===== config.mk =====
export PLATFORM = sky130hd
export DESIGN_NAME = mem_bus_arbiter_flat
export DESIGN_NICKNAME = d
export VERILOG_FILES = /design/src/rtl/mem_bus_arbiter_pkg.sv /design/src/rtl/mem_bus_arbiter_if.sv /design/src/rtl/mem_bus_arbiter_bus_wdt.sv /design/src/rtl/mem_bus_arbiter.sv /design/src/flat_wrapper.sv
export SDC_FILE = /design/constraint.sdc
export NUM_CORES = 1
export LEC_CHECK = 0
export CAP_MARGIN = 30
export CORE_UTILIZATION = 40
export DETAILED_ROUTE_END_ITERATION = 6
export PLACE_DENSITY = 0.86
export SLEW_MARGIN = 20
export SYNTH_ARGS = -nofsm -noshare
export SYNTH_HDL_FRONTEND = slang
export SYNTH_SLANG_ARGS = --single-unit
export TNS_END_PERCENT = 5

===== constraint.sdc =====
create_clock -name clk -period 14.8 [get_ports clk]
set_clock_uncertainty 0.05 [all_clocks]
set_input_delay 2.22 -clock clk [delete_from_list [all_inputs] [get_ports clk]]
set_output_delay 2.22 -clock clk [all_outputs]
set_load 0.05 [all_outputs]

===== src/rtl/mem_bus_arbiter_pkg.sv =====
// mem_bus_arbiter_pkg: shared widths and FSM encoding for the memory bus arbiter
package mem_bus_arbiter_pkg;
    localparam int REG_BUS = 32;
    localparam int INST_ADDR_BUS = 32;
    typedef enum logic [1:0] {
        IDLE    = 2'd0,
        BUSY_DM = 2'd1,
        BUSY_IF = 2'd2
    } state_e;
endpackage


===== src/rtl/mem_bus_arbiter_if.sv =====
// mem_bus_arbiter_if: unified system-side memory bus, arbiter is master
interface mem_bus_arbiter_if #(
    parameter int ADDR_W = 32,
    parameter int DATA_W = 32
);
    logic              req;
    logic              we;
    logic [ADDR_W-1:0] addr;
    logic [DATA_W-1:0] wdata;
    logic [DATA_W/8-1:0] sel;
    logic [DATA_W-1:0] rdata;
    logic              ack;
    modport master (output req, we, addr, wdata, sel, input rdata, ack);
    modport slave (input req, we, addr, wdata, sel, output rdata, ack);
endinterface


===== src/rtl/mem_bus_arbiter_bus_wdt.sv =====
// mem_bus_arbiter_bus_wdt: counts busy cycles without ack, flags the TIMEOUT-th one
module mem_bus_arbiter_bus_wdt #(
    parameter int TIMEOUT = 255
) (
    input  logic clk,
    input  logic rst,
    input  logic clr_i,
    input  logic en_i,
    output logic expired_o
);
    localparam int W = $clog2(TIMEOUT + 2);
    localparam logic [W-1:0] LAST = W'(TIMEOUT > 0 ? TIMEOUT - 1 : 0);
    logic [W-1:0] cnt_q, cnt_d;
    always_comb cnt_d = clr_i ? '0 : en_i ? cnt_q + 1'b1 : cnt_q;
    always_ff @(posedge clk or posedge rst)
        if (rst) cnt_q <= '0;
        else cnt_q <= cnt_d;
    // TIMEOUT of zero disables the abort entirely
    assign expired_o = (TIMEOUT != 0) && en_i && (cnt_q == LAST);
endmodule


===== src/rtl/mem_bus_arbiter.sv =====
// mem_bus_arbiter: single-outstanding fetch/data bus arbiter, data has priority
module mem_bus_arbiter
    import mem_bus_arbiter_pkg::*;
#(
    parameter int ADDR_W  = INST_ADDR_BUS,
    parameter int DATA_W  = REG_BUS,
    parameter int TIMEOUT = 255
) (
    input  logic                clk,
    input  logic                rst,
    input  logic                if_req_i,
    input  logic [ADDR_W-1:0]   if_addr_i,
    output logic [DATA_W-1:0]   if_rdata_o,
    output logic                if_ack_o,
    output logic                if_err_o,
    input  logic                dm_req_i,
    input  logic                dm_we_i,
    input  logic [ADDR_W-1:0]   dm_addr_i,
    input  logic [DATA_W-1:0]   dm_wdata_i,
    input  logic [DATA_W/8-1:0] dm_sel_i,
    output logic [DATA_W-1:0]   dm_rdata_o,
    output logic                dm_ack_o,
    output logic                dm_err_o,
    mem_bus_arbiter_if.master   bus,
    output logic                stallreq_from_if_o,
    output logic                stallreq_from_mem_o,
    output logic                bus_err_o
);
    state_e state_q, state_d;
    logic bus_req_q, bus_req_d, bus_we_q, bus_we_d;
    logic [ADDR_W-1:0] bus_addr_q, bus_addr_d;
    logic [DATA_W-1:0] bus_wdata_q, bus_wdata_d;
    logic [DATA_W/8-1:0] bus_sel_q, bus_sel_d;
    logic [DATA_W-1:0] if_rdata_q, if_rdata_d, dm_rdata_q, dm_rdata_d;
    logic if_ack_q, if_ack_d, dm_ack_q, dm_ack_d;
    logic if_err_q, if_err_d, dm_err_q, dm_err_d;
    logic bus_err_q, bus_err_d;
    logic busy, expired;

    assign busy = state_q != IDLE;

    mem_bus_arbiter_bus_wdt #(.TIMEOUT(TIMEOUT)) u_bus_wdt (
        .clk      (clk),
        .rst      (rst),
        .clr_i    (!busy),
        .en_i     (busy && !bus.ack),
        .expired_o(expired)
    );

    always_comb begin
        state_d     = state_q;
        bus_req_d   = bus_req_q;
        bus_we_d    = bus_we_q;
        bus_addr_d  = bus_addr_q;
        bus_wdata_d = bus_wdata_q;
        bus_sel_d   = bus_sel_q;
        if_rdata_d  = if_rdata_q;
        dm_rdata_d  = dm_rdata_q;
        if_ack_d    = 1'b0;
        dm_ack_d    = 1'b0;
        if_err_d    = 1'b0;
        dm_err_d    = 1'b0;
        bus_err_d   = bus_err_q;
        if (!busy) begin
            if (dm_req_i || if_req_i) begin
                state_d     = dm_req_i ? BUSY_DM : BUSY_IF;
                bus_req_d   = 1'b1;
                bus_we_d    = dm_req_i ? dm_we_i : 1'b0;
                bus_addr_d  = dm_req_i ? dm_addr_i : if_addr_i;
                bus_wdata_d = dm_req_i ? dm_wdata_i : '0;
                bus_sel_d   = dm_req_i ? dm_sel_i : '1;
            end
        end else if (bus.ack || expired) begin
            // an ack on the expiring cycle still completes cleanly
            state_d   = IDLE;
            bus_req_d = 1'b0;
            bus_err_d = bus_err_q || !bus.ack;
            if (state_q == BUSY_DM) begin
                dm_ack_d   = 1'b1;
                dm_err_d   = !bus.ack;
                dm_rdata_d = !bus.ack ? '0 : bus_we_q ? dm_rdata_q : bus.rdata;
            end else begin
                if_ack_d   = 1'b1;
                if_err_d   = !bus.ack;
                if_rdata_d = bus.ack ? bus.rdata : '0;
            end
        end
    end

    always_ff @(posedge clk or posedge rst) begin
        if (rst) begin
            state_q     <= IDLE;
            bus_req_q   <= 1'b0;
            bus_we_q    <= 1'b0;
            bus_addr_q  <= '0;
            bus_wdata_q <= '0;
            bus_sel_q   <= '0;
            if_rdata_q  <= '0;
            dm_rdata_q  <= '0;
            if_ack_q    <= 1'b0;
            dm_ack_q    <= 1'b0;
            if_err_q    <= 1'b0;
            dm_err_q    <= 1'b0;
            bus_err_q   <= 1'b0;
        end else begin
            state_q     <= state_d;
            bus_req_q   <= bus_req_d;
            bus_we_q    <= bus_we_d;
            bus_addr_q  <= bus_addr_d;
            bus_wdata_q <= bus_wdata_d;
            bus_sel_q   <= bus_sel_d;
            if_rdata_q  <= if_rdata_d;
            dm_rdata_q  <= dm_rdata_d;
            if_ack_q    <= if_ack_d;
            dm_ack_q    <= dm_ack_d;
            if_err_q    <= if_err_d;
            dm_err_q    <= dm_err_d;
            bus_err_q   <= bus_err_d;
        end
    end

    assign bus.req             = bus_req_q;
    assign bus.we              = bus_we_q;
    assign bus.addr            = bus_addr_q;
    assign bus.wdata           = bus_wdata_q;
    assign bus.sel             = bus_sel_q;
    assign if_rdata_o          = if_rdata_q;
    assign dm_rdata_o          = dm_rdata_q;
    assign if_ack_o            = if_ack_q;
    assign dm_ack_o            = dm_ack_q;
    assign if_err_o            = if_err_q;
    assign dm_err_o            = dm_err_q;
    assign bus_err_o           = bus_err_q;
    assign stallreq_from_if_o  = if_req_i & ~if_ack_q;
    assign stallreq_from_mem_o = dm_req_i & ~dm_ack_q;
endmodule


===== src/flat_wrapper.sv =====
// flat-port wrapper written by rule: the top's interface ports become plain ports
module mem_bus_arbiter_flat import mem_bus_arbiter_pkg::*;
#(
    parameter int ADDR_W  = INST_ADDR_BUS,
    parameter int DATA_W  = REG_BUS,
    parameter int TIMEOUT = 255
)
  (clk, rst, if_req_i, if_addr_i, if_rdata_o, if_ack_o, if_err_o, dm_req_i, dm_we_i, dm_addr_i, dm_wdata_i, dm_sel_i, dm_rdata_o, dm_ack_o, dm_err_o, stallreq_from_if_o, stallreq_from_mem_o, bus_err_o, bus_req, bus_we, bus_addr, bus_wdata, bus_sel, bus_rdata, bus_ack);
  mem_bus_arbiter_if #(.ADDR_W(ADDR_W), .DATA_W(DATA_W)) bus_i ();
  input  logic clk;
  input  logic rst;
  input  logic if_req_i;
  input  logic [ADDR_W-1:0] if_addr_i;
  output logic [DATA_W-1:0] if_rdata_o;
  output logic if_ack_o;
  output logic if_err_o;
  input  logic dm_req_i;
  input  logic dm_we_i;
  input  logic [ADDR_W-1:0] dm_addr_i;
  input  logic [DATA_W-1:0] dm_wdata_i;
  input  logic [DATA_W/8-1:0] dm_sel_i;
  output logic [DATA_W-1:0] dm_rdata_o;
  output logic dm_ack_o;
  output logic dm_err_o;
  output logic stallreq_from_if_o;
  output logic stallreq_from_mem_o;
  output logic bus_err_o;
  output wire logic [$bits(bus_i.req)-1:0] bus_req;
  output wire logic [$bits(bus_i.we)-1:0] bus_we;
  output wire logic [$bits(bus_i.addr)-1:0] bus_addr;
  output wire logic [$bits(bus_i.wdata)-1:0] bus_wdata;
  output wire logic [$bits(bus_i.sel)-1:0] bus_sel;
  input wire logic [$bits(bus_i.rdata)-1:0] bus_rdata;
  input wire logic [$bits(bus_i.ack)-1:0] bus_ack;
  assign bus_req = bus_i.req;
  assign bus_we = bus_i.we;
  assign bus_addr = bus_i.addr;
  assign bus_wdata = bus_i.wdata;
  assign bus_sel = bus_i.sel;
  assign bus_i.rdata = bus_rdata;
  assign bus_i.ack = bus_ack;
  mem_bus_arbiter #(.ADDR_W(ADDR_W), .DATA_W(DATA_W), .TIMEOUT(TIMEOUT)) u_core (.clk(clk), .rst(rst), .if_req_i(if_req_i), .if_addr_i(if_addr_i), .if_rdata_o(if_rdata_o), .if_ack_o(if_ack_o), .if_err_o(if_err_o), .dm_req_i(dm_req_i), .dm_we_i(dm_we_i), .dm_addr_i(dm_addr_i), .dm_wdata_i(dm_wdata_i), .dm_sel_i(dm_sel_i), .dm_rdata_o(dm_rdata_o), .dm_ack_o(dm_ack_o), .dm_err_o(dm_err_o), .bus(bus_i), .stallreq_from_if_o(stallreq_from_if_o), .stallreq_from_mem_o(stallreq_from_mem_o), .bus_err_o(bus_err_o));
endmodule

==> flow_summary.html, run 1 <==
<table>
<tr><th>Metric</th><th>Value</th></tr>
<tr><th colspan="2">Setup path</th></tr>
<tr><td>Worst R2R End</td><td>u_core.dm_rdata_o[30]$_DFFE_PP0P_</td></tr>
<tr><td>R2r setup slk</td><td>12.33 ns</td></tr>
<tr><td>Capturing element of the worst setup path</td><td>stallreq_from_if_o</td></tr>
<tr><td>Depth of the worst register-to-register path</td><td>6</td></tr>
<tr><td>Source of the critical timing path</td><td>if_req_i</td></tr>
<tr><td>CP Class</td><td>in -&gt; out</td></tr>
<tr><td>Critical Path Start Type</td><td>input pin</td></tr>
<tr><td>Req. time, crit path</td><td>12.53 ns</td></tr>
<tr><td>Highest fanout seen on the critical path</td><td>4</td></tr>
<tr><td>Setup crit end kind</td><td>primary output</td></tr>
<tr><td>Arrival time of the worst setup path</td><td>3.79 ns</td></tr>
<tr><td>Worst reg2reg path startpoint</td><td>u_core.u_bus_wdt.cnt_q[0]$_DFFE_PP0P_</td></tr>
<tr><th colspan="2">Synthesis</th></tr>
<tr><td>Number of synthesis warnings</td><td>0</td></tr>
<tr><td>FFs w/ async S/R, synth</td><td>1.00</td></tr>
<tr><td>Post-Synthesis Mean Instance Area</td><td>11.8 sq um</td></tr>
<tr><td>Flip-flop and latch count after synthesis</td><td>150</td></tr>
<tr><td>Synthesized-area fraction occupied by and/or/nand/nor cells</td><td>0.0550</td></tr>
<tr><td>Cell taking the most area after synthesis</td><td>sky130_fd_sc_hd__dfrtp_1</td></tr>
<tr><td>Xor and xnor area share after synthesis</td><td>0.00508</td></tr>
<tr><td>Synth cell types</td><td>46</td></tr>
<tr><td>Most frequently used flop master after synthesis</td><td>sky130_fd_sc_hd__dfrtp_1</td></tr>
<tr><td>Synth Net Count</td><td>726</td></tr>
<tr><td>Post-Synthesis Cells</td><td>586</td></tr>
<tr><td>Yosys top cell area share</td><td>0.545</td></tr>
<tr><td>Post-Synth Adder-Cell Area</td><td>0.00363</td></tr>
<tr><td>Main combinational cell family by area after synthesis</td><td>compound AO/OA/AOI/OAI gates</td></tr>
<tr><td>Multiplexer share of the synthesized area</td><td>0.105</td></tr>
<tr><td>Synth Area in Compound Gates</td><td>0.211</td></tr>
<tr><td>Number of synthesized flops with an enable pin</td><td>0</td></tr>
<tr><td>Post-synthesis instance area</td><td>0.00689 sq mm</td></tr>
<tr><td>Cells taking the most area after synthesis</td><td>sky130_fd_sc_hd__dfrtp_1, sky130_fd_sc_hd__mux2_2, sky130_fd_sc_hd__o221ai_2</td></tr>
<tr><td>Portion of the post-synthesis area used by sequential elements</td><td>0.545</td></tr>
<tr><th colspan="2">STA</th></tr>
<tr><td>Min setup slack post-route</td><td>8.74 ns</td></tr>
<tr><td>Max_slew headroom</td><td>0.428</td></tr>
<tr><td>Tightest Pin Transition</td><td>0.856 ns</td></tr>
<tr><td>Fin Setup TNS</td><td>0 ns</td></tr>
<tr><td>Total of endpoints with negative setup slack in the final report</td><td>0</td></tr>
<tr><td>Clock period minus final worst setup slack</td><td>6.06 ns</td></tr>
<tr><td>Number of hold violations in the final report</td><td>0</td></tr>
<tr><td>Fmax</td><td>0.165 GHz</td></tr>
<tr><td>RSZ-0062 raised after global routing</td><td>false</td></tr>
<tr><td>Final Slew Violations</td><td>0</td></tr>
<tr><td>Final period utilization</td><td>0.410</td></tr>
<tr><th colspan="2">Place</th></tr>
<tr><td>Worst slack at placement</td><td>8.74 ns</td></tr>
<tr><td>Placer congestion estimate</td><td>0.789</td></tr>
<tr><td>Instance count after placement with tap cells included</td><td>1,050</td></tr>
<tr><td>IO buf count</td><td>278</td></tr>
<tr><td>Dpl hpwl</td><td>12.7 mm</td></tr>
<tr><th colspan="2">GRT</th></tr>
<tr><td>Via count of the first global-routing pass</td><td>5,627</td></tr>
<tr><td>Largest net degree at the start of global routing</td><td>78</td></tr>
<tr><td>GRT overflow</td><td>0</td></tr>
<tr><td>All-Layer GR Usage</td><td>0.214</td></tr>
<tr><td>Global-route wire length before repair</td><td>29.8 mm</td></tr>
<tr><td>Initial antenna violation count</td><td>0</td></tr>
<tr><th colspan="2">Die</th></tr>
<tr><td>Boundary Pins</td><td>279</td></tr>
<tr><td>Die height</td><td>133 microns</td></tr>
<tr><td>Core region area</td><td>0.0167 sq mm</td></tr>
<tr><td>Row count</td><td>47</td></tr>
<tr><td>Die area</td><td>0.0178 sq mm</td></tr>
<tr><td>Initial cell density of the core</td><td>0.413</td></tr>
<tr><td>Width of the die</td><td>133 microns</td></tr>
<tr><th colspan="2">Route</th></tr>
<tr><td>Total iterations of the first detailed-routing run</td><td>5</td></tr>
<tr><td>Total via count in the routed design</td><td>5,640</td></tr>
<tr><td>Detailed-route wire length per cell</td><td>17.3 microns</td></tr>
<tr><td>Residual DRC</td><td>0</td></tr>
<tr><td>DRT antenna net count</td><td>0</td></tr>
<tr><td>Total Routed Length</td><td>18.8 mm</td></tr>
<tr><td>Starting DRT DRC Count</td><td>350</td></tr>
<tr><td>Routed vias/inst</td><td>5.20</td></tr>
<tr><th colspan="2">Pwr</th></tr>
<tr><td>Combinational cell fraction of total power</td><td>0.514</td></tr>
<tr><td>Internal cell power</td><td>1270 uW</td></tr>
<tr><td>Clock power frac</td><td>0.202</td></tr>
<tr><td>Power dissipated by switching net loads</td><td>1030 uW</td></tr>
<tr><td>Worst supply voltage drop on vdd</td><td>0.128 mV</td></tr>
<tr><td>Static leakage</td><td>0.00457 uW</td></tr>
<tr><td>Sequential group share of total power</td><td>0.284</td></tr>
<tr><td>Power per cell area</td><td>219 mW/mm^2</td></tr>
<tr><td>Switching fraction of total power</td><td>0.448</td></tr>
<tr><th colspan="2">Min path</th></tr>
<tr><td>Class of the tightest hold or removal check</td><td>reg -&gt; reg</td></tr>
<tr><th colspan="2">Cells and area</th></tr>
<tr><td>Final Instance Count excl. Fillers</td><td>1,084</td></tr>
<tr><td>Layout cells sized above 1</td><td>0.171</td></tr>
<tr><td>Signed area change from the synthesized netlist to the final layout</td><td>52.0%</td></tr>
<tr><td>Antenna cells</td><td>0</td></tr>
<tr><td>Number of nets in the layout</td><td>991</td></tr>
<tr><th colspan="2">Clock network</th></tr>
<tr><td>Num Clock Sinks</td><td>150</td></tr>
<tr><td>CTS H-tree depth</td><td>4</td></tr>
<tr><td>Skew-Pair Late Insertion Delay</td><td>0.41 ns</td></tr>
<tr><td>Post CTS Setup Buffer Count</td><td>0</td></tr>
<tr><td>Number of buffers inserted during clock tree synthesis</td><td>17</td></tr>
<tr><td>Clk pin slew, worst setup/hold paths</td><td>0.06 ns</td></tr>
<tr><td>Number of cells upsized or downsized after cts</td><td>0</td></tr>
<tr><td>TritonCTS clock tree</td><td>done</td></tr>
<tr><td>Number of hold buffers added after CTS</td><td>0</td></tr>
<tr><td>Buffer type at the clock tree root</td><td>sky130_fd_sc_hd__clkbuf_16</td></tr>
<tr><td>Number of buffers on the longest clock path</td><td>2</td></tr>
<tr><th colspan="2">Status</th></tr>
<tr><td>Run status</td><td>complete, no violations</td></tr>
<tr><th colspan="2">Flow run</th></tr>
<tr><td>Max cap viols</td><td>0</td></tr>
</table>
worst min path at each step:
stage,from,to,cells after the start
global placement,u_core.bus_err_o$_DFFE_PP0P_,u_core.bus_err_o$_DFFE_PP0P_,2
detailed placement,u_core.bus_err_o$_DFFE_PP0P_,u_core.bus_err_o$_DFFE_PP0P_,2
global route,u_core.bus.wdata[25]$_DFFE_PP0P_,u_core.bus.wdata[25]$_DFFE_PP0P_,1
CTS,u_core.bus_err_o$_DFFE_PP0P_,u_core.bus_err_o$_DFFE_PP0P_,2
floorplan,u_core.u_bus_wdt.cnt_q[8]$_DFFE_PP0P_,u_core.u_bus_wdt.cnt_q[8]$_DFFE_PP0P_,2
finish,u_core.bus_err_o$_DFFE_PP0P_,u_core.bus_err_o$_DFFE_PP0P_,2
flip-flops by register name, indices dropped and copies added, names as in the netlist, 2 cells and up:
register                flops
u_core.state_q              2
u_core.bus.sel              4
u_core.bus.addr            32
u_core.dm_rdata_o          32
u_core.u_bus_wdt.cnt_q      9
u_core.bus.wdata           32
u_core.if_rdata_o          32
synth_stat cells (2+ instances only):
| cell | n |
|---|---|
| sky130_fd_sc_hd__a21oi_1 | 4 |
| sky130_fd_sc_hd__a22o_1 | 33 |
| sky130_fd_sc_hd__a22oi_1 | 32 |
| sky130_fd_sc_hd__and2_1 | 4 |
| sky130_fd_sc_hd__buf_2 | 16 |
| sky130_fd_sc_hd__buf_4 | 7 |
| sky130_fd_sc_hd__buf_6 | 6 |
| sky130_fd_sc_hd__clkbuf_1 | 13 |
| sky130_fd_sc_hd__dfrtp_1 | 150 |
| sky130_fd_sc_hd__ha_1 | 2 |
| sky130_fd_sc_hd__inv_1 | 70 |
| sky130_fd_sc_hd__mux2_2 | 63 |
| sky130_fd_sc_hd__nand2_1 | 36 |
| sky130_fd_sc_hd__nand3_1 | 2 |
| sky130_fd_sc_hd__nand4b_1 | 2 |
| sky130_fd_sc_hd__nor2_1 | 8 |
| sky130_fd_sc_hd__nor2b_1 | 4 |
| sky130_fd_sc_hd__nor3_1 | 2 |
| sky130_fd_sc_hd__o21ai_0 | 63 |
| sky130_fd_sc_hd__o21ai_1 | 6 |
| sky130_fd_sc_hd__o221ai_1 | 2 |
| sky130_fd_sc_hd__o221ai_2 | 30 |
| sky130_fd_sc_hd__o22a_1 | 4 |
| sky130_fd_sc_hd__o31ai_1 | 2 |
| sky130_fd_sc_hd__or3_1 | 2 |
| sky130_fd_sc_hd__xnor2_1 | 2 |
| sky130_fd_sc_hd__xor2_1 | 2 |
cell families after synthesis:
kind of cell	count (synthesis)
compound gates	180
xor+xnor	4
fa+ha+maj	2
buf+inv	115
flops	150
mux	64
simple gates	71
critical path: stages:
cell	delay (ns)
sky130_fd_sc_hd__clkdlybuf4s50_1	0.60
sky130_fd_sc_hd__nor2b_1	0.17
sky130_fd_sc_hd__clkdlybuf4s50_1	0.81
stage by stage:
| stage | total power (uW) | hold WS, ns | utilization | area [sq um] |
|---|---|---|---|---|
| after floorplan | 1430 | 0.465 | - | 6890 |
| after global placement | 1810 | 0.398 | 0.584 | 9760 |
| after detailed placement | 1830 | 0.402 | 0.586 | 9790 |
| after CTS | 2310 | 0.417 | 0.624 | 10400 |
| after global routing | 2390 | 0.463 | 0.627 | 10500 |
| final | 2300 | 0.414 | 0.627 | 10500 |
power groups by stage:
stage | logic [uW] | registers [uW] | clock network [uW]
3_5_place_dp | 1180 | 655 | 0
4_1_cts | 1180 | 651 | 473
3_3_place_gp | 1160 | 648 | 0
6_report | 1180 | 651 | 463
5_1_grt | 1230 | 672 | 488
2_1_floorplan | 287 | 1140 | 0
layout by cell type, fill, tap and decap left out, types with 4 or more instances in the layout:
cell type / Yosys / routed
sky130_fd_sc_hd__clkdlybuf4s50_1: 0 / 277
sky130_fd_sc_hd__buf_4: 7 / 8
sky130_fd_sc_hd__a22o_1: 33 / 33
sky130_fd_sc_hd__nand2_1: 36 / 36
sky130_fd_sc_hd__o21ai_1: 6 / 5
sky130_fd_sc_hd__mux2_2: 63 / 63
sky130_fd_sc_hd__dfrtp_1: 150 / 150
sky130_fd_sc_hd__o21ai_0: 63 / 63
sky130_fd_sc_hd__bufinv_16: 0 / 4
sky130_fd_sc_hd__o221ai_2: 30 / 30
sky130_fd_sc_hd__inv_1: 70 / 69
sky130_fd_sc_hd__clkbuf_16: 0 / 17
sky130_fd_sc_hd__nor2b_1: 4 / 4
sky130_fd_sc_hd__o22a_1: 4 / 4
sky130_fd_sc_hd__a22oi_1: 32 / 32
sky130_fd_sc_hd__nor2_1: 8 / 8
sky130_fd_sc_hd__a21oi_1: 4 / 4
final cells by class:
cell class                 instances  area [sq um]
clock buffer                      20           457
clock inverter                    12           176
fill                            1340          6220
inverter                          71           272
multi-input combinational        321          2620
sequential                       150          3750
tap                              220           275
timing repair buffer             290          2920
layer usage:
metal | wire length, microns | share of wire | GRT usage | vias up
li1 | - | - | - | 2608
met1 | 7760 | 0.41 | 0.267 | 2812
met2 | 9590 | 0.51 | 0.365 | 203
met3 | 1200 | 0.064 | 0.0510 | 17
met4 | 206 | 0.011 | 0.0657 | 0
met5 | 0 | 0 | 0 | -
Note: power is estimated with default switching activity, not from simulation.
==> run 2: changes to the inputs <==
Clock period 14.8 ns to 5.6 ns, I/O delays scaled along.
==> run 2 against run 1 <==
Net effect:
- worst setup slack got worse by 6.6 ns
- largest power group unchanged
- critical path depth unchanged
- critical path type unchanged
- core utilization decreased by 0.22 points
- design area decreased by 0.36%
- via count decreased by 1.0%
- count of clock-buffer cells in the layout increased by 1
- combinational power increased to 2.6 times the previous value
- sequential share of layout area increased by 0.13 points
- power increased to 2.6 times the previous value
==> flow_summary.html, run 2 (synthesis gave the netlist of run 1 again) <==
<table>
<tr><th>Metric</th><th>Value</th></tr>
<tr><th colspan="2">Route</th></tr>
<tr><td>Starting DRT DRC Count</td><td>257 (-27%)</td></tr>
<tr><td>Total Routed Length</td><td>18.6 mm (-0.78%)</td></tr>
<tr><td>Residual DRC</td><td>0 (unchanged)</td></tr>
<tr><td>DRT antenna net count</td><td>0 (unchanged)</td></tr>
<tr><td>Routed vias/inst</td><td>5.16 (-0.85%)</td></tr>
<tr><td>Total iterations of the first detailed-routing run</td><td>4 (-1)</td></tr>
<tr><td>Detailed-route wire length per cell</td><td>17.2 microns (-0.59%)</td></tr>
<tr><td>Total via count in the routed design</td><td>5,582 (-1.0%)</td></tr>
<tr><th colspan="2">Flow run</th></tr>
<tr><td>Max cap viols</td><td>0 (unchanged)</td></tr>
<tr><th colspan="2">STA</th></tr>
<tr><td>Fmax</td><td>0.289 GHz</td></tr>
<tr><td>Max_slew headroom</td><td>0.399 (-0.0281)</td></tr>
<tr><td>Fin Setup TNS</td><td>0 ns (unchanged)</td></tr>
<tr><td>Final period utilization</td><td>0.617</td></tr>
<tr><td>Number of hold violations in the final report</td><td>0 (unchanged)</td></tr>
<tr><td>Tightest Pin Transition</td><td>0.901 ns (+0.0445 ns)</td></tr>
<tr><td>Total of endpoints with negative setup slack in the final report</td><td>0 (unchanged)</td></tr>
<tr><td>Clock period minus final worst setup slack</td><td>3.46 ns</td></tr>
<tr><td>RSZ-0062 raised after global routing</td><td>false</td></tr>
<tr><td>Final Slew Violations</td><td>0 (unchanged)</td></tr>
<tr><th colspan="2">Die</th></tr>
<tr><td>Core region area</td><td>0.0167 sq mm (unchanged)</td></tr>
<tr><td>Row count</td><td>47 (unchanged)</td></tr>
<tr><td>Initial cell density of the core</td><td>0.413 (unchanged)</td></tr>
<tr><td>Boundary Pins</td><td>279 (unchanged)</td></tr>
<tr><td>Die height</td><td>133 microns (unchanged)</td></tr>
<tr><td>Die area</td><td>0.0178 sq mm (unchanged)</td></tr>
<tr><td>Width of the die</td><td>133 microns (unchanged)</td></tr>
<tr><th colspan="2">Cells and area</th></tr>
<tr><td>Most common cell after layout, fill and taps aside</td><td>sky130_fd_sc_hd__clkdlybuf4s50_1</td></tr>
<tr><td>Signed area change from the synthesized netlist to the final layout</td><td>51.4%</td></tr>
<tr><td>Commonest cells after routing, fill and taps aside</td><td>sky130_fd_sc_hd__clkdlybuf4s50_1, sky130_fd_sc_hd__dfrtp_1, sky130_fd_sc_hd__inv_1</td></tr>
<tr><td>Layout cells sized above 1</td><td>0.171 (-0.000763)</td></tr>
<tr><td>Number of filler cells placed in the layout</td><td>1,343 (+0.22%)</td></tr>
<tr><td>Antenna cells</td><td>0 (unchanged)</td></tr>
<tr><td>Number of nets in the layout</td><td>989 (-0.20%)</td></tr>
<tr><th colspan="2">Setup path</th></tr>
<tr><td>Worst reg2reg path startpoint</td><td>u_core.u_bus_wdt.cnt_q[0]$_DFFE_PP0P_</td></tr>
<tr><td>Cell family with most CP delay</td><td>buffers and inverters</td></tr>
<tr><td>Arrival time of the worst setup path</td><td>2.57 ns (-1.22 ns)</td></tr>
<tr><td>Stages on the worst setup path</td><td>3 (unchanged)</td></tr>
<tr><td>Ordered list of cells on the worst path</td><td>buf_2, nor2b_1, clkdlybuf4s50_1</td></tr>
<tr><td>Critical Path Start Type</td><td>input pin</td></tr>
<tr><td>Number of buffers and inverters on the critical path</td><td>2 (unchanged)</td></tr>
<tr><td>Worst R2R End</td><td>u_core.if_rdata_o[0]$_DFFE_PP0P_</td></tr>
<tr><td>Req. time, crit path</td><td>4.71 ns (-7.82 ns)</td></tr>
<tr><td>Highest fanout seen on the critical path</td><td>38 (+34)</td></tr>
<tr><td>CP Class</td><td>in -&gt; out</td></tr>
<tr><td>Source of the critical timing path</td><td>dm_req_i</td></tr>
<tr><td>R2r setup slk</td><td>3.49 ns (-8.84 ns)</td></tr>
<tr><td>Slowest cell delay on critical path</td><td>0.81 ns (about the same)</td></tr>
<tr><td>Setup crit end kind</td><td>primary output</td></tr>
<tr><td>Capturing element of the worst setup path</td><td>stallreq_from_mem_o</td></tr>
<tr><td>Depth of the worst register-to-register path</td><td>6 (unchanged)</td></tr>
<tr><td>Cell type of the slowest stage on the worst timing path</td><td>sky130_fd_sc_hd__clkdlybuf4s50_1</td></tr>
<tr><th colspan="2">Clock network</th></tr>
<tr><td>CTS H-tree depth</td><td>4 (unchanged)</td></tr>
<tr><td>Number of hold buffers added after CTS</td><td>0 (unchanged)</td></tr>
<tr><td>Post CTS Setup Buffer Count</td><td>0 (unchanged)</td></tr>
<tr><td>Num Clock Sinks</td><td>150 (unchanged)</td></tr>
<tr><td>TritonCTS clock tree</td><td>done</td></tr>
<tr><td>Number of cells upsized or downsized after cts</td><td>0 (unchanged)</td></tr>
<tr><td>Number of buffers inserted during clock tree synthesis</td><td>17 (unchanged)</td></tr>
<tr><td>Buffer type at the clock tree root</td><td>sky130_fd_sc_hd__clkbuf_16</td></tr>
<tr><td>Number of buffers on the longest clock path</td><td>2 (unchanged)</td></tr>
<tr><td>Skew-Pair Late Insertion Delay</td><td>0.42 ns (about the same)</td></tr>
<tr><td>Clk pin slew, worst setup/hold paths</td><td>0.06 ns (about the same)</td></tr>
<tr><th colspan="2">GRT</th></tr>
<tr><td>GRT overflow</td><td>0 (unchanged)</td></tr>
<tr><td>Global-route wire length before repair</td><td>29.7 mm (-0.60%)</td></tr>
<tr><td>Via count of the first global-routing pass</td><td>5,687 (+1.1%)</td></tr>
<tr><td>Initial antenna violation count</td><td>0 (unchanged)</td></tr>
<tr><td>Largest net degree at the start of global routing</td><td>70 (-10%)</td></tr>
<tr><td>All-Layer GR Usage</td><td>0.214 (about the same)</td></tr>
<tr><th colspan="2">Place</th></tr>
<tr><td>Dpl hpwl</td><td>12.7 mm (+0.56%)</td></tr>
<tr><td>Placer congestion estimate</td><td>0.757 (-4.0%)</td></tr>
<tr><td>IO buf count</td><td>278 (unchanged)</td></tr>
<tr><th colspan="2">Pwr</th></tr>
<tr><td>Total power draw</td><td>6020 uW (+160%)</td></tr>
<tr><td>Worst supply voltage drop on vdd</td><td>0.285 mV (+120%)</td></tr>
<tr><td>Static leakage</td><td>0.00456 uW (-0.38%)</td></tr>
<tr><td>Power per cell area</td><td>577 mW/mm^2 (+160%)</td></tr>
<tr><th colspan="2">Min path</th></tr>
<tr><td>Class of the tightest hold or removal check</td><td>reg -&gt; reg</td></tr>
<tr><th colspan="2">Status</th></tr>
<tr><td>Run status</td><td>complete, no violations</td></tr>
</table>
run 2: report_power, final:
group,internal (uW),switching [uW],total (uW)
clock,738,448,1190
sequential,1460,259,1720
combinational,1120,1990,3110
run 2: stage by stage:
step,cells,setup slack [ns],utilization,cell area [sq um],hold WS [ns]
floorplan,586,0.674,-,6890,0.465
global placement,1047,2.18,0.584,9750,0.398
detailed placement,1049,2.14,0.586,9790,0.425
CTS,1081,2.13,0.623,10400,0.439
global route,1082,2.06,0.625,10400,0.468
finish,1082,2.14,0.625,10400,0.440
run 2: metal layers:
layer / part of all wire / GRT usage / vias to the layer above
met5: 0 / 0 / -
met4: 0.024 / 0.0764 / 0
li1: - / - / 2609
met2: 0.49 / 0.361 / 194
met3: 0.064 / 0.0597 / 32
met1: 0.42 / 0.261 / 2747
run 2: final cells by class:
| cell class | count | area (sq um) | area share |
|---|---|---|---|
| clock inverter | 11 | 146 | 0.0140 |
| multi-input combinational | 321 | 2620 | 0.251 |
| sequential | 150 | 3750 | 0.360 |
| inverter | 71 | 272 | 0.0260 |
| tap | 220 | 275 | 0.0264 |
| timing repair buffer | 288 | 2900 | 0.278 |
| clock buffer | 21 | 470 | 0.0451 |
run 2: worst reg2reg max path: cells and delay by family, from the launching register on:
family | cells | cell delay [ns]
compound gates | 2 | 0.43
simple gates | 1 | 0.13
fa+ha+maj | 1 | 0.17
flops | 1 | 0.42
buf+inv | 2 | 0.75
run 2: how the worst min path moves through the flow:
stage / cells past startpoint / from / slack (ns) / to
floorplan: 2 / u_core.u_bus_wdt.cnt_q[8]$_DFFE_PP0P_ / 0.46 / u_core.u_bus_wdt.cnt_q[8]$_DFFE_PP0P_
global placement: 2 / u_core.bus_err_o$_DFFE_PP0P_ / 0.40 / u_core.bus_err_o$_DFFE_PP0P_
detailed placement: 2 / u_core.bus_err_o$_DFFE_PP0P_ / 0.42 / u_core.bus_err_o$_DFFE_PP0P_
CTS: 2 / u_core.bus_err_o$_DFFE_PP0P_ / 0.44 / u_core.bus_err_o$_DFFE_PP0P_
global route: 1 / u_core.bus.addr[6]$_DFFE_PP0P_ / 0.47 / u_core.bus.addr[6]$_DFFE_PP0P_
finish: 2 / u_core.bus_err_o$_DFFE_PP0P_ / 0.44 / u_core.bus_err_o$_DFFE_PP0P_
==> run 3: changes to the inputs <==
Settings changed: CORE_UTILIZATION 40 to 39, PLACE_DENSITY 0.86 to 0.87.
Clock period 5.6 ns to 2.9 ns, I/O delays scaled along.
==> run 3 against run 2 <==
Net effect:
- sequential power rose by 94%
- core utilization fell by 1.9 points
- sequential share of layout area fell by 0.13 points
- worst setup slack got worse by 1.7 ns
- hold slack got worse by 0.033 ns
- wire length rose by 0.62%
- via count rose by 0.64%
- count of clock-buffer cells in the layout did not move
- global-route usage fell by 0.44 points
- non-clock buffer count rose by 4
==> flow_summary.html, run 3 (synthesis gave the netlist of run 1 again) <==
<table>
<tr><th>Metric</th><th>Value</th></tr>
<tr><th colspan="2">Status</th></tr>
<tr><td>Run status</td><td>complete, no violations</td></tr>
<tr><th colspan="2">Clock network</th></tr>
<tr><td>TritonCTS clock tree</td><td>done</td></tr>
<tr><td>CTS H-tree depth</td><td>4 (unchanged)</td></tr>
<tr><td>Clk pin slew, worst setup/hold paths</td><td>0.06 ns (about the same)</td></tr>
<tr><td>Number of hold buffers added after CTS</td><td>0 (unchanged)</td></tr>
<tr><td>Post CTS Setup Buffer Count</td><td>0 (unchanged)</td></tr>
<tr><td>Num Clock Sinks</td><td>150 (unchanged)</td></tr>
<tr><td>Number of cells upsized or downsized after cts</td><td>0 (unchanged)</td></tr>
<tr><td>Number of buffers on the longest clock path</td><td>2 (unchanged)</td></tr>
<tr><td>Number of buffers inserted during clock tree synthesis</td><td>17 (unchanged)</td></tr>
<tr><td>Buffer type at the clock tree root</td><td>sky130_fd_sc_hd__clkbuf_16</td></tr>
<tr><td>Skew-Pair Late Insertion Delay</td><td>0.41 ns (about the same)</td></tr>
<tr><th colspan="2">Setup path</th></tr>
<tr><td>Critical Path Start Type</td><td>input pin</td></tr>
<tr><td>Ordered list of cells on the worst path</td><td>clkdlybuf4s50_1, nor2b_1, clkdlybuf4s50_1</td></tr>
<tr><td>Req. time, crit path</td><td>2.41 ns (-2.30 ns)</td></tr>
<tr><td>Worst R2R End</td><td>u_core.bus.addr[24]$_DFFE_PP0P_</td></tr>
<tr><td>Number of buffers and inverters on the critical path</td><td>2 (unchanged)</td></tr>
<tr><td>R2r setup slk</td><td>1.11 ns (-2.38 ns)</td></tr>
<tr><td>CP Class</td><td>in -&gt; out</td></tr>
<tr><td>Depth of the worst register-to-register path</td><td>3 (-3)</td></tr>
<tr><td>Setup crit end kind</td><td>primary output</td></tr>
<tr><td>Worst reg2reg path startpoint</td><td>u_core.state_q[0]$_DFFE_PP0P_</td></tr>
<tr><td>Arrival time of the worst setup path</td><td>2.02 ns (-0.55 ns)</td></tr>
<tr><td>Dominant cell type by count on the critical path</td><td>sky130_fd_sc_hd__clkdlybuf4s50_1</td></tr>
<tr><td>Slowest cell delay on critical path</td><td>0.81 ns (about the same)</td></tr>
<tr><td>Cell type of the slowest stage on the worst timing path</td><td>sky130_fd_sc_hd__clkdlybuf4s50_1</td></tr>
<tr><td>Highest fanout seen on the critical path</td><td>4 (-89%)</td></tr>
<tr><td>Cell family with most CP delay</td><td>buffers and inverters</td></tr>
<tr><th colspan="2">STA</th></tr>
<tr><td>Fmax</td><td>0.399 GHz</td></tr>
<tr><td>Number of hold violations in the final report</td><td>0 (unchanged)</td></tr>
<tr><td>Max_slew headroom</td><td>0.581 (+0.181)</td></tr>
<tr><td>Tightest Pin Transition</td><td>0.628 ns (-0.273 ns)</td></tr>
<tr><td>Clock period minus final worst setup slack</td><td>2.51 ns</td></tr>
<tr><td>Fin Setup TNS</td><td>0 ns (unchanged)</td></tr>
<tr><td>Final Slew Violations</td><td>0 (unchanged)</td></tr>
<tr><td>Total of endpoints with negative setup slack in the final report</td><td>0 (unchanged)</td></tr>
<tr><td>Final period utilization</td><td>0.864</td></tr>
<tr><td>RSZ-0062 raised after global routing</td><td>false</td></tr>
<tr><th colspan="2">Route</th></tr>
<tr><td>Total via count in the routed design</td><td>5,618 (+0.64%)</td></tr>
<tr><td>Starting DRT DRC Count</td><td>264 (+2.7%)</td></tr>
<tr><td>Total Routed Length</td><td>18.7 mm (+0.62%)</td></tr>
<tr><td>Routed vias/inst</td><td>5.15 (-0.19%)</td></tr>
<tr><td>Detailed-route wire length per cell</td><td>17.2 microns (-0.21%)</td></tr>
<tr><td>Residual DRC</td><td>0 (unchanged)</td></tr>
<tr><td>DRT antenna net count</td><td>0 (unchanged)</td></tr>
<tr><td>Total iterations of the first detailed-routing run</td><td>4 (unchanged)</td></tr>
<tr><th colspan="2">Pwr</th></tr>
<tr><td>Total power draw</td><td>11,700 uW (+94%)</td></tr>
<tr><td>Power per cell area</td><td>1110 mW/mm^2 (+93%)</td></tr>
<tr><td>Static leakage</td><td>0.00458 uW (+0.45%)</td></tr>
<tr><td>Worst supply voltage drop on vdd</td><td>0.642 mV (+130%)</td></tr>
<tr><th colspan="2">Cells and area</th></tr>
<tr><td>Commonest cells after routing, fill and taps aside</td><td>sky130_fd_sc_hd__clkdlybuf4s50_1, sky130_fd_sc_hd__dfrtp_1, sky130_fd_sc_hd__inv_1</td></tr>
<tr><td>Number of nets in the layout</td><td>993 (+0.40%)</td></tr>
<tr><td>Final Instance Count excl. Fillers</td><td>1,091 (+0.83%)</td></tr>
<tr><td>Most common cell after layout, fill and taps aside</td><td>sky130_fd_sc_hd__clkdlybuf4s50_1</td></tr>
<tr><td>Layout cells sized above 1</td><td>0.176 (+0.00499)</td></tr>
<tr><td>Signed area change from the synthesized netlist to the final layout</td><td>52.0%</td></tr>
<tr><td>Antenna cells</td><td>0 (unchanged)</td></tr>
<tr><th colspan="2">Min path</th></tr>
<tr><td>Class of the tightest hold or removal check</td><td>in -&gt; async</td></tr>
<tr><th colspan="2">Place</th></tr>
<tr><td>Instance count after placement with tap cells included</td><td>1,059 (+0.95%)</td></tr>
<tr><td>Dpl hpwl</td><td>13.0 mm (+2.0%)</td></tr>
<tr><td>IO buf count</td><td>278 (unchanged)</td></tr>
<tr><td>Placer congestion estimate</td><td>0.763 (+0.75%)</td></tr>
<tr><th colspan="2">Die</th></tr>
<tr><td>Boundary Pins</td><td>279 (unchanged)</td></tr>
<tr><td>Width of the die</td><td>135 microns (+1.3%)</td></tr>
<tr><td>Die area</td><td>0.0182 sq mm (+2.5%)</td></tr>
<tr><td>Row count</td><td>48 (+2.1%)</td></tr>
<tr><td>Die height</td><td>135 microns (+1.3%)</td></tr>
<tr><td>Initial cell density of the core</td><td>0.399 (-0.0142)</td></tr>
<tr><td>Core region area</td><td>0.0173 sq mm (+3.6%)</td></tr>
<tr><th colspan="2">GRT</th></tr>
<tr><td>Via count of the first global-routing pass</td><td>5,773 (+1.5%)</td></tr>
<tr><td>Largest net degree at the start of global routing</td><td>69 (-1.4%)</td></tr>
<tr><td>Global-route wire length before repair</td><td>29.8 mm (+0.32%)</td></tr>
<tr><td>Initial antenna violation count</td><td>0 (unchanged)</td></tr>
<tr><td>GRT overflow</td><td>0 (unchanged)</td></tr>
<tr><td>All-Layer GR Usage</td><td>0.209 (-0.00441)</td></tr>
<tr><th colspan="2">Flow run</th></tr>
<tr><td>Max cap viols</td><td>0 (unchanged)</td></tr>
</table>
==> run 3: per-layer routing <==
metal,track usage,part of all wire,routed length [microns],vias up
met1,0.250,0.41,7710,2777
met3,0.0484,0.066,1240,24
li1,-,-,-,2617
met5,0,0,0,-
met2,0.364,0.50,9390,200
met4,0.0818,0.021,399,0
==> run 3: worst max-delay path by stage <==
stage              from                              to  cells past startpoint  slack [ns]
2_1_floorplan       rst  u_core.bus.addr[0]$_DFFE_PP0P_                      1        0.53
3_3_place_gp   if_req_i              stallreq_from_if_o                      3        0.40
3_5_place_dp   if_req_i              stallreq_from_if_o                      3        0.39
4_1_cts        if_req_i              stallreq_from_if_o                      3        0.39
5_1_grt        if_req_i              stallreq_from_if_o                      3        0.34
6_report       if_req_i              stallreq_from_if_o                      3        0.39
==> run 3: report_power, final <==
part | total (uW) | internal, uW | switching (uW)
Combinational | 6010 | 2150 | 3860
Sequential | 3330 | 2830 | 502
Clock | 2320 | 1450 | 872
==> run 3: stage by stage <==
stage / hold slack, ns / area, sq um / util / setup slack, ns
global route: 0.423 / 10500 / 0.606 / 0.340
CTS: 0.390 / 10500 / 0.606 / 0.390
global placement: 0.398 / 9830 / 0.568 / 0.400
finish: 0.407 / 10500 / 0.606 / 0.395
detailed placement: 0.405 / 9850 / 0.569 / 0.395
floorplan: 0.465 / 6900 / - / 0.526
==> run 3: area by class of cell <==
class | instances | area (sq um)
clock buffers | 21 | 480
clock inverters | 11 | 146
fillers | 1384 | 6820
inverters | 71 | 270
multi-input cells | 321 | 2620
flip-flops and latches | 150 | 3750
well taps | 225 | 282
repair buffers | 292 | 2930
